## config.mk

```make
export PLATFORM = sky130hd
export DESIGN_NAME = note_phase_acc
export DESIGN_NICKNAME = d
export VERILOG_FILES = /design/src/rtl/note_phase_acc.sv
export SDC_FILE = /design/constraint.sdc
export NUM_CORES = 1
export LEC_CHECK = 0
export ABC_CLOCK_PERIOD_IN_PS = 17700
export BUFFER_PORTS_ARGS = -buffer_cell sky130_fd_sc_hd__buf_4
export CAP_MARGIN = 40
export CORE_MARGIN = 8
export CORE_UTILIZATION = 45
export CTS_CLUSTER_SIZE = 10
export DETAILED_ROUTE_END_ITERATION = 6
export SLEW_MARGIN = 20
export SYNTH_ARGS = -nofsm -noshare
export SYNTH_HDL_FRONTEND = slang
export SYNTH_SLANG_ARGS = --single-unit
```

## constraint.sdc

```tcl
create_clock -name clk -period 17.7 [get_ports clk]
set_clock_uncertainty 0.1 [all_clocks]
set_input_delay 2.655 -clock clk [delete_from_list [all_inputs] [get_ports clk]]
set_output_delay 2.655 -clock clk [all_outputs]
set_load 0.05 [all_outputs]
```

## src/rtl/note_phase_acc.sv

```systemverilog
// -----------------------------------------------------------------------------
// note_phase_acc
// Fixed-point phase accumulator for wavetable playback. Every processed sample
// tick advances the table index by an integer step (jump) plus a fractional
// step (remainder / MODULUS). An extra index is carried in whenever the
// fractional part overflows, so the pitch does not drift over time.
//
// Ports
//   clk          system clock
//   rst_n        asynchronous active-low reset
//   enable       level; low forces IDLE and clears phase/frac
//   tick         one-cycle sample strobe
//   jump         integer index step (6 bits)
//   remainder    fractional step numerator over MODULUS (27 bits)
//   phase        registered wavetable index (ADDR_W bits)
//   phase_valid  one-cycle pulse when phase has been updated
//   wrap         one-cycle pulse with phase_valid when the index wrapped
//   mute         registered; high while the latched step is zero
//
// Optional feature macro: NOTE_PHASE_RESET_EN
//   Defined   : a tick whose step differs from the latched step restarts the
//               phase and fraction from 0 before the add.
//   Undefined : phase and fraction stay continuous across step changes.
// -----------------------------------------------------------------------------
module note_phase_acc #(
   parameter int ADDR_W  = 10,
   parameter int MODULUS = 100000000
) (
   input  logic              clk,
   input  logic              rst_n,
   input  logic              enable,
   input  logic              tick,
   input  logic [5:0]        jump,
   input  logic [26:0]       remainder,
   output logic [ADDR_W-1:0] phase,
   output logic              phase_valid,
   output logic              wrap,
   output logic              mute
);

   localparam logic [26:0] MOD27 = 27'(MODULUS);
   localparam logic [27:0] MOD28 = 28'(MODULUS);

   typedef enum logic {
      IDLE = 1'b0,
      RUN  = 1'b1
   } state_t;

   state_t            state_q, state_d;
   logic [ADDR_W-1:0] phase_q, phase_d;
   logic [26:0]       frac_q, frac_d;
   logic              valid_q, valid_d;
   logic              wrap_q, wrap_d;
   logic              mute_q, mute_d;
   logic [5:0]        jump_q, jump_d;
   logic [26:0]       rem_q, rem_d;

   logic [26:0]       rem_sat;
   logic [ADDR_W-1:0] base_phase;
   logic [26:0]       base_frac;
   logic [27:0]       sum;
   logic [26:0]       frac_new;
   logic              carry;
   logic [ADDR_W:0]   add;

   // Datapath for one processed tick: saturate, fractional add, integer add.
   always_comb begin
      // Fractional steps of a full index or more are clamped just below one.
      if (remainder >= MOD27) begin
         rem_sat = MOD27 - 27'd1;
      end else begin
         rem_sat = remainder;
      end

      base_phase = phase_q;
      base_frac  = frac_q;
`ifdef NOTE_PHASE_RESET_EN
      // New note: restart from the top of the table.
      if ({jump, rem_sat} != {jump_q, rem_q}) begin
         base_phase = '0;
         base_frac  = 27'd0;
      end else begin
         base_phase = phase_q;
         base_frac  = frac_q;
      end
`endif

      // Both operands are below MODULUS, so one subtraction normalises.
      sum = {1'b0, base_frac} + {1'b0, rem_sat};
      if (sum >= MOD28) begin
         frac_new = 27'(sum - MOD28);
         carry    = 1'b1;
      end else begin
         frac_new = sum[26:0];
         carry    = 1'b0;
      end

      // The extra top bit of the add is the table wrap indication.
      add = {1'b0, base_phase}
          + {{(ADDR_W-5){1'b0}}, jump}
          + {{ADDR_W{1'b0}}, carry};
   end

   // Next-state logic for the IDLE/RUN controller and all output registers.
   always_comb begin
      state_d = state_q;
      phase_d = phase_q;
      frac_d  = frac_q;
      valid_d = 1'b0;
      wrap_d  = 1'b0;
      mute_d  = mute_q;
      jump_d  = jump_q;
      rem_d   = rem_q;

      case (state_q)
         IDLE: begin
            phase_d = '0;
            frac_d  = 27'd0;
            if (tick && enable) begin
               state_d = RUN;
               phase_d = add[ADDR_W-1:0];
               frac_d  = frac_new;
               valid_d = 1'b1;
               wrap_d  = add[ADDR_W];
               jump_d  = jump;
               rem_d   = rem_sat;
               mute_d  = (jump == 6'd0) && (rem_sat == 27'd0);
            end else begin
               state_d = IDLE;
            end
         end
         RUN: begin
            // A tick coinciding with enable falling is dropped.
            if (!enable) begin
               state_d = IDLE;
               phase_d = '0;
               frac_d  = 27'd0;
            end else if (tick) begin
               phase_d = add[ADDR_W-1:0];
               frac_d  = frac_new;
               valid_d = 1'b1;
               wrap_d  = add[ADDR_W];
               jump_d  = jump;
               rem_d   = rem_sat;
               mute_d  = (jump == 6'd0) && (rem_sat == 27'd0);
            end else begin
               state_d = RUN;
            end
         end
         default: begin
            state_d = IDLE;
            phase_d = '0;
            frac_d  = 27'd0;
         end
      endcase
   end

   // State and output registers with asynchronous reset.
   always_ff @(posedge clk or negedge rst_n) begin
      if (!rst_n) begin
         state_q <= IDLE;
         phase_q <= '0;
         frac_q  <= 27'd0;
         valid_q <= 1'b0;
         wrap_q  <= 1'b0;
         mute_q  <= 1'b1;
         jump_q  <= 6'd0;
         rem_q   <= 27'd0;
      end else begin
         state_q <= state_d;
         phase_q <= phase_d;
         frac_q  <= frac_d;
         valid_q <= valid_d;
         wrap_q  <= wrap_d;
         mute_q  <= mute_d;
         jump_q  <= jump_d;
         rem_q   <= rem_d;
      end
   end

   assign phase       = phase_q;
   assign phase_valid = valid_q;
   assign wrap        = wrap_q;
   assign mute        = mute_q;

endmodule

```

-- After elaboration in Yosys (flattened, before gate mapping)
Cells that the tools add are included.
- register bits after elaboration: 41
- bits in latches: 0
- RAM bits: 0
- memory bits (read-only): 0
- bits of input ports: 37
- output and inout bits: 13
- word-level logic and storage cells: 47
- memories: 0
- add/sub/neg operators: 4
- multiply operators: 0
- divide/modulo/power cells: 0
- order comparisons: 2
- equality and inequality tests: 4
- shifts and indexed selects: 0
- multiplexer cells: 25
- bitwise gates (word level): 1
- reduce and logical (&&, ||, !) cells: 5
- operator list (cell ; number):
    $mux W27 ; 5
    $pmux W27 S2 ; 1
    $mux W10 ; 3
    $add A27 B27 Y28 ; 1
    $ge A28 B27 Y1 const B ; 1
    $ge A27 B27 Y1 const B ; 1
    $logic_not A27 Y1 ; 1
    $sub A27 B27 Y27 const B ; 1
    $pmux W10 S2 ; 1
    $add A10 B6 Y11 ; 1
    $add A11 B1 Y11 ; 1
    $mux W1 ; 11
    $pmux W1 S2 ; 4
    $logic_not A6 Y1 ; 1
    $ne A2 B2 Y1 const B ; 3
    $ne A3 B3 Y1 const B ; 1
    $reduce_and A3 Y1 ; 1
    $logic_and A1 B1 Y1 ; 2
    $not A1 Y1 ; 1

-- Logic depth before layout (Yosys ltp)
- depth in word-level cells: 9
- mapped depth: 34
- gate-level depth less buffers: 33

-- Worst setup path after synthesis
Ideal clock, no wire load.
- path type: input-to-reg
- start point: input remainder[11]
- end point: register phase_q[8] (netlist: phase[8])
- library setup time: 82 ps
- arrival: 9325 ps
- required time: 17518 ps
- setup slack: 8193 ps
- stages on the path: 32
- buffers on the path: 2
- cell sequence: nor4_1 nand2_1 a31oi_1 nor3_1 o21ai_0 clkbuf_1 nand2b_1 ha_1 and2_1 a221oi_2 a21o_1 nand2_1 xor2_1 ha_1 nand4b_1 or3_1 or4_1 a311o_1 a2111oi_4 or2_1 buf_4 inv_2 fa_1 fa_1 nor2b_1 o21ai_0 nand2b_1 a21o_1 a21oi_1 nor3_1 nor2_1 a31oi_1
- longest elaborated chain between the ends: 9
- elaborated cells on any way between the ends: 10
- those cells by class: add/sub (2); order compare (2); mux (6)
- RTL lines (what ; RTL line ; source):
    start, declared ; 34 ; input logic [26:0] remainder,
    $ge A27 B27 Y1 ; 69 ; if (remainder >= MOD27) begin
    $mux W27 * ; 69 ;
    $add A27 B27 Y28 * ; 89 ; sum = {1'b0, base_frac} + {1'b0, rem_sat};
    $ge A28 B27 Y1 * ; 90 ; if (sum >= MOD28) begin
    $mux W1 * ; 90 ;
    $add A11 B1 Y11 * ; 101 ; + {{ADDR_W{1'b0}}, carry};
    $mux W10 ; 138 ; end else if (tick) begin
    $mux W10 ; 134 ; if (!enable) begin
    $pmux W10 S2 * ; 115 ; case (state_q)
    end signal, assigned ; 171 ; phase_q <= phase_d;
    end, declared ; 50 ; logic [ADDR_W-1:0] phase_q, phase_d;
Mark *: on every way between the ends. The rest lies on a longest branch, timed or not. The select of a mux whose other input is x is not followed.
A chain may end at the register's enable or synchronous reset.

-- Worst setup path after layout
Same ends and word-level chain as after synthesis.

==> reports/metrics.csv <==
stage;metric;value;unit
outcome;status;complete, no violations;
layout;drive_gt1_share;14.2;%
critical_path;crit_fanout;25;
critical_path;worstPathRequired;17.85;ns
yosys;synth_xor_area_share;9.33;%
critical_path;critPathLaunchType;input port;
critical_path;slowest_stage;a2111oi_4;
yosys;netlist_area;0.00410;mm²
power;power.leakage;2.14;nW
power;ir_worst_vdd;0.0584;mV
clock_network;cts-root-buf;clkbuf_8;
detailed_routing;drc;0;
sta;max_freq;101;MHz
critical_path;reg2reg_depth;26;
grt;antenna_found_initial;0;
sta;drv_slew;0;
detailed_routing;via_per_inst;5.91;
sta;hold_viol_final;0;
yosys;synthDistinctLibCells;69;
placed_design;port_buffers;49;
grt;overflow;0;
critical_path;criticalPathCategory;input port to register;
yosys;synthMuxAreaShare;1.46;%
detailed_routing;antenna_left;0;
sta;setup_violations;0;
placed_design;dp_hpwl;9030;µm
floorplanning;pin_count;50;
clock_network;clock_latency;0.32;ns
yosys;synth_edf_count;0;
floorplanning;coreArea;0.00902;mm²
clock_network;cts.sinks;41;
layout;seqCellArea;0.00103;mm²
detailed_routing;vias;3853;
yosys;synthSimpleGateAreaFrac;22.6;%
detailed_routing;wl_per_cell;18.1;µm
layout;antenna_cells;0;
worst_hold_path;worst_hold_path_type;register to register;
floorplanning;die-area;0.0124;mm²
grt;grt_usage;19.1;%
grt;grt_pass1_wl;19900;µm
yosys;synth-seq-cells;41;
sta;fin_crit;9.89;ns
grt;grt_max_degree;42;
layout;multiInputGateArea;0.00292;mm²
power;powerDensity;157;mW/mm²
clock_network;ctsLongestPathBuffers;2;
sta;max_slew.worst_pin.slew;0.762;ns
yosys;yosys_warnings;0;
yosys;ys_seq_area_share;25.0;%
sta;timing.slew.headroom;48.9;%
placed_design;placed_area;0.00453;mm²
critical_path;critPathTopFamily;simple AND/OR/NAND/NOR gates;
yosys;synth_area_per_cell;8.14;µm²
yosys;synthCells;504;
critical_path;worstPathArrival;10.05;ns
critical_path;slowest_delay;0.72;ns
sta;rsz0062_at_grt;false;
clock_network;path_clk_slew;0.11;ns
clock_network;cts_hold_buffers;0;
yosys;synth_top_family_by_area;compound AO/OA/AOI/OAI gates;
layout;nFillCells;881;
clock_network;cts_buffers;5;
sta;layout_worst_path_cycle_share;55.9;%
detailed_routing;first_pass_iters;4;
detailed_routing;initialDrtViolationCount;217;
critical_path;cp_num_buf_inv;3;
floorplanning;die_w;111;µm
critical_path;cp.depth;32;
floorplanning;die_y;111;µm
layout;fin_nets;615;
clock_network;cts_tree;done;
yosys;synth_compound_area_share;25.6;%
sta;fin_tns_setup;0;ns
yosys;syn-num-nets;579;
clock_network;htree_num_levels;2;
floorplanning;initial_core_util;45.5;%
clock_network;ctsResizeCount;0;
layout;area_delta_synth_final;13.0;%
flow_run;maxCapViolCount;0;
layout;design_area;0.00463;mm²
floorplanning;rows;35;
clock_network;post-cts-setup-buffers;0;
placed_design;gp_congestion;0.860;
grt;grt_pass1_vias;3906;
yosys;async_flop_share;100;%
critical_path;end_kind;register;
detailed_routing;routed_wl;11800;µm
yosys;synthFlopType;dfrtp_1;
worst_hold_path;hold_depth;1;
yosys;synth_adder_area_share;12.1;%
kinds of logic (layout without fill, tap and decap cells):
logic type               count (synthesis)  after routing
flip-flops                              41             41
adder cells (fa/ha/maj)                 38             38
XOR/XNOR                                42             42
AO/OA/AOI/OAI                          155            155
multiplexers                             6              6
AND/OR/NAND/NOR                        183            183
buffers and inverters                   39             76
worst reg2reg max path, cell delays in order (launching register included):
cell,delay (ns)
dfrtp_1,0.37
ha_1,0.17
inv_1,0.05
fa_1,0.40
nor2b_1,0.17
o211ai_1,0.20
a21o_1,0.24
nand2_1,0.08
xor2_1,0.37
ha_1,0.23
nand4b_1,0.10
or3_1,0.38
or4_1,0.55
a311o_1,0.42
a2111oi_4,0.72
or2_1,0.32
inv_2,0.08
fa_1,0.40
fa_1,0.41
nor2b_1,0.12
o21ai_0,0.08
nand2b_1,0.12
a21o_1,0.12
a21oi_1,0.10
nor3_1,0.19
nor2_1,0.06
a31oi_1,0.14
registers in the layout, indices dropped and copies added (netlist names):
| signal | count |
|---|---|
| base_frac | 27 |
| mute | 1 |
| phase_valid | 1 |
| state_q | 1 |
| wrap | 1 |
| phase | 10 |
final timing paths:
kind,start,slack (ns),end
worst max register to register,base_frac[0],10.94,phase[8]
worst max-delay path,remainder[11],7.81,phase[8]
max in group asynchronous,rst_n,14.87,base_frac[22]
min in group asynchronous,rst_n,2.21,phase[3]
worst min-delay path,state_q,0.40,state_q
worst min register to register,state_q,0.40,state_q
synth_stat cells (3+ instances only):
library cell	number	area share [%]
mux2i_1	6	1.5
a21o_1	14	2.6
nor2b_1	6	0.92
nor4_1	8	1.2
xor2_1	14	3.0
nor2_1	31	2.8
o21ai_0	37	4.5
xnor2_1	26	5.6
a31oi_1	5	0.76
inv_1	13	1.2
a211oi_1	3	0.55
clkbuf_1	18	1.6
nand2b_1	20	3.1
and2_1	10	1.5
a22o_1	9	1.9
nand3_1	10	1.2
nand2_1	61	5.6
nor3_1	9	1.1
o211ai_1	3	0.55
fa_1	3	1.5
dfrtp_1	40	24
o21ai_1	13	1.6
nand4_1	11	1.7
buf_2	3	0.37
ha_1	35	11
a21oi_1	36	4.4
o22ai_1	4	0.61
o21a_1	5	0.92
cells in the final DEF, fill, tap and decap left out, drive strengths merged, types with 17 or more instances in the layout:
cell,count
nand2,61
buf,53
o21ai,50
dfrtp,40
a21oi,36
ha,35
nor2,31
xnor2,27
nand2b,20
inv,17
metal layers:
metal / track usage, % / wire (µm)
met2: 29.6 / 5150
met1: 25.5 / 5660
met3: 4.68 / 728
met5: 0 / 0
met4: 5.69 / 248
cell type report:
class                   instances  area share, %
multi-input cells             424           62.9
flip-flops and latches         41           22.2
repair buffers                 53           8.59
well taps                     111           3.00
clock buffers                   5           1.49
inverters                      15           1.22
clock inverters                 3          0.621
through the flow:
stage,instances,util (%),hold WS (ns),total power [mW],worst slack (ns)
after floorplan,504,-,0.356,0.536,8.19
after global placement,643,50.2,0.368,0.638,7.77
after detailed placement,643,50.2,0.381,0.643,7.48
after CTS,651,51.3,0.405,0.719,7.79
after global routing,652,51.4,0.422,0.791,7.08
final,652,51.4,0.398,0.727,7.81
power breakdown:
group          internal (mW)  switching, mW
logic                  0.204          0.317
clock network         0.0299         0.0434
registers              0.117         0.0161
(Power assumes the default switching activity.)
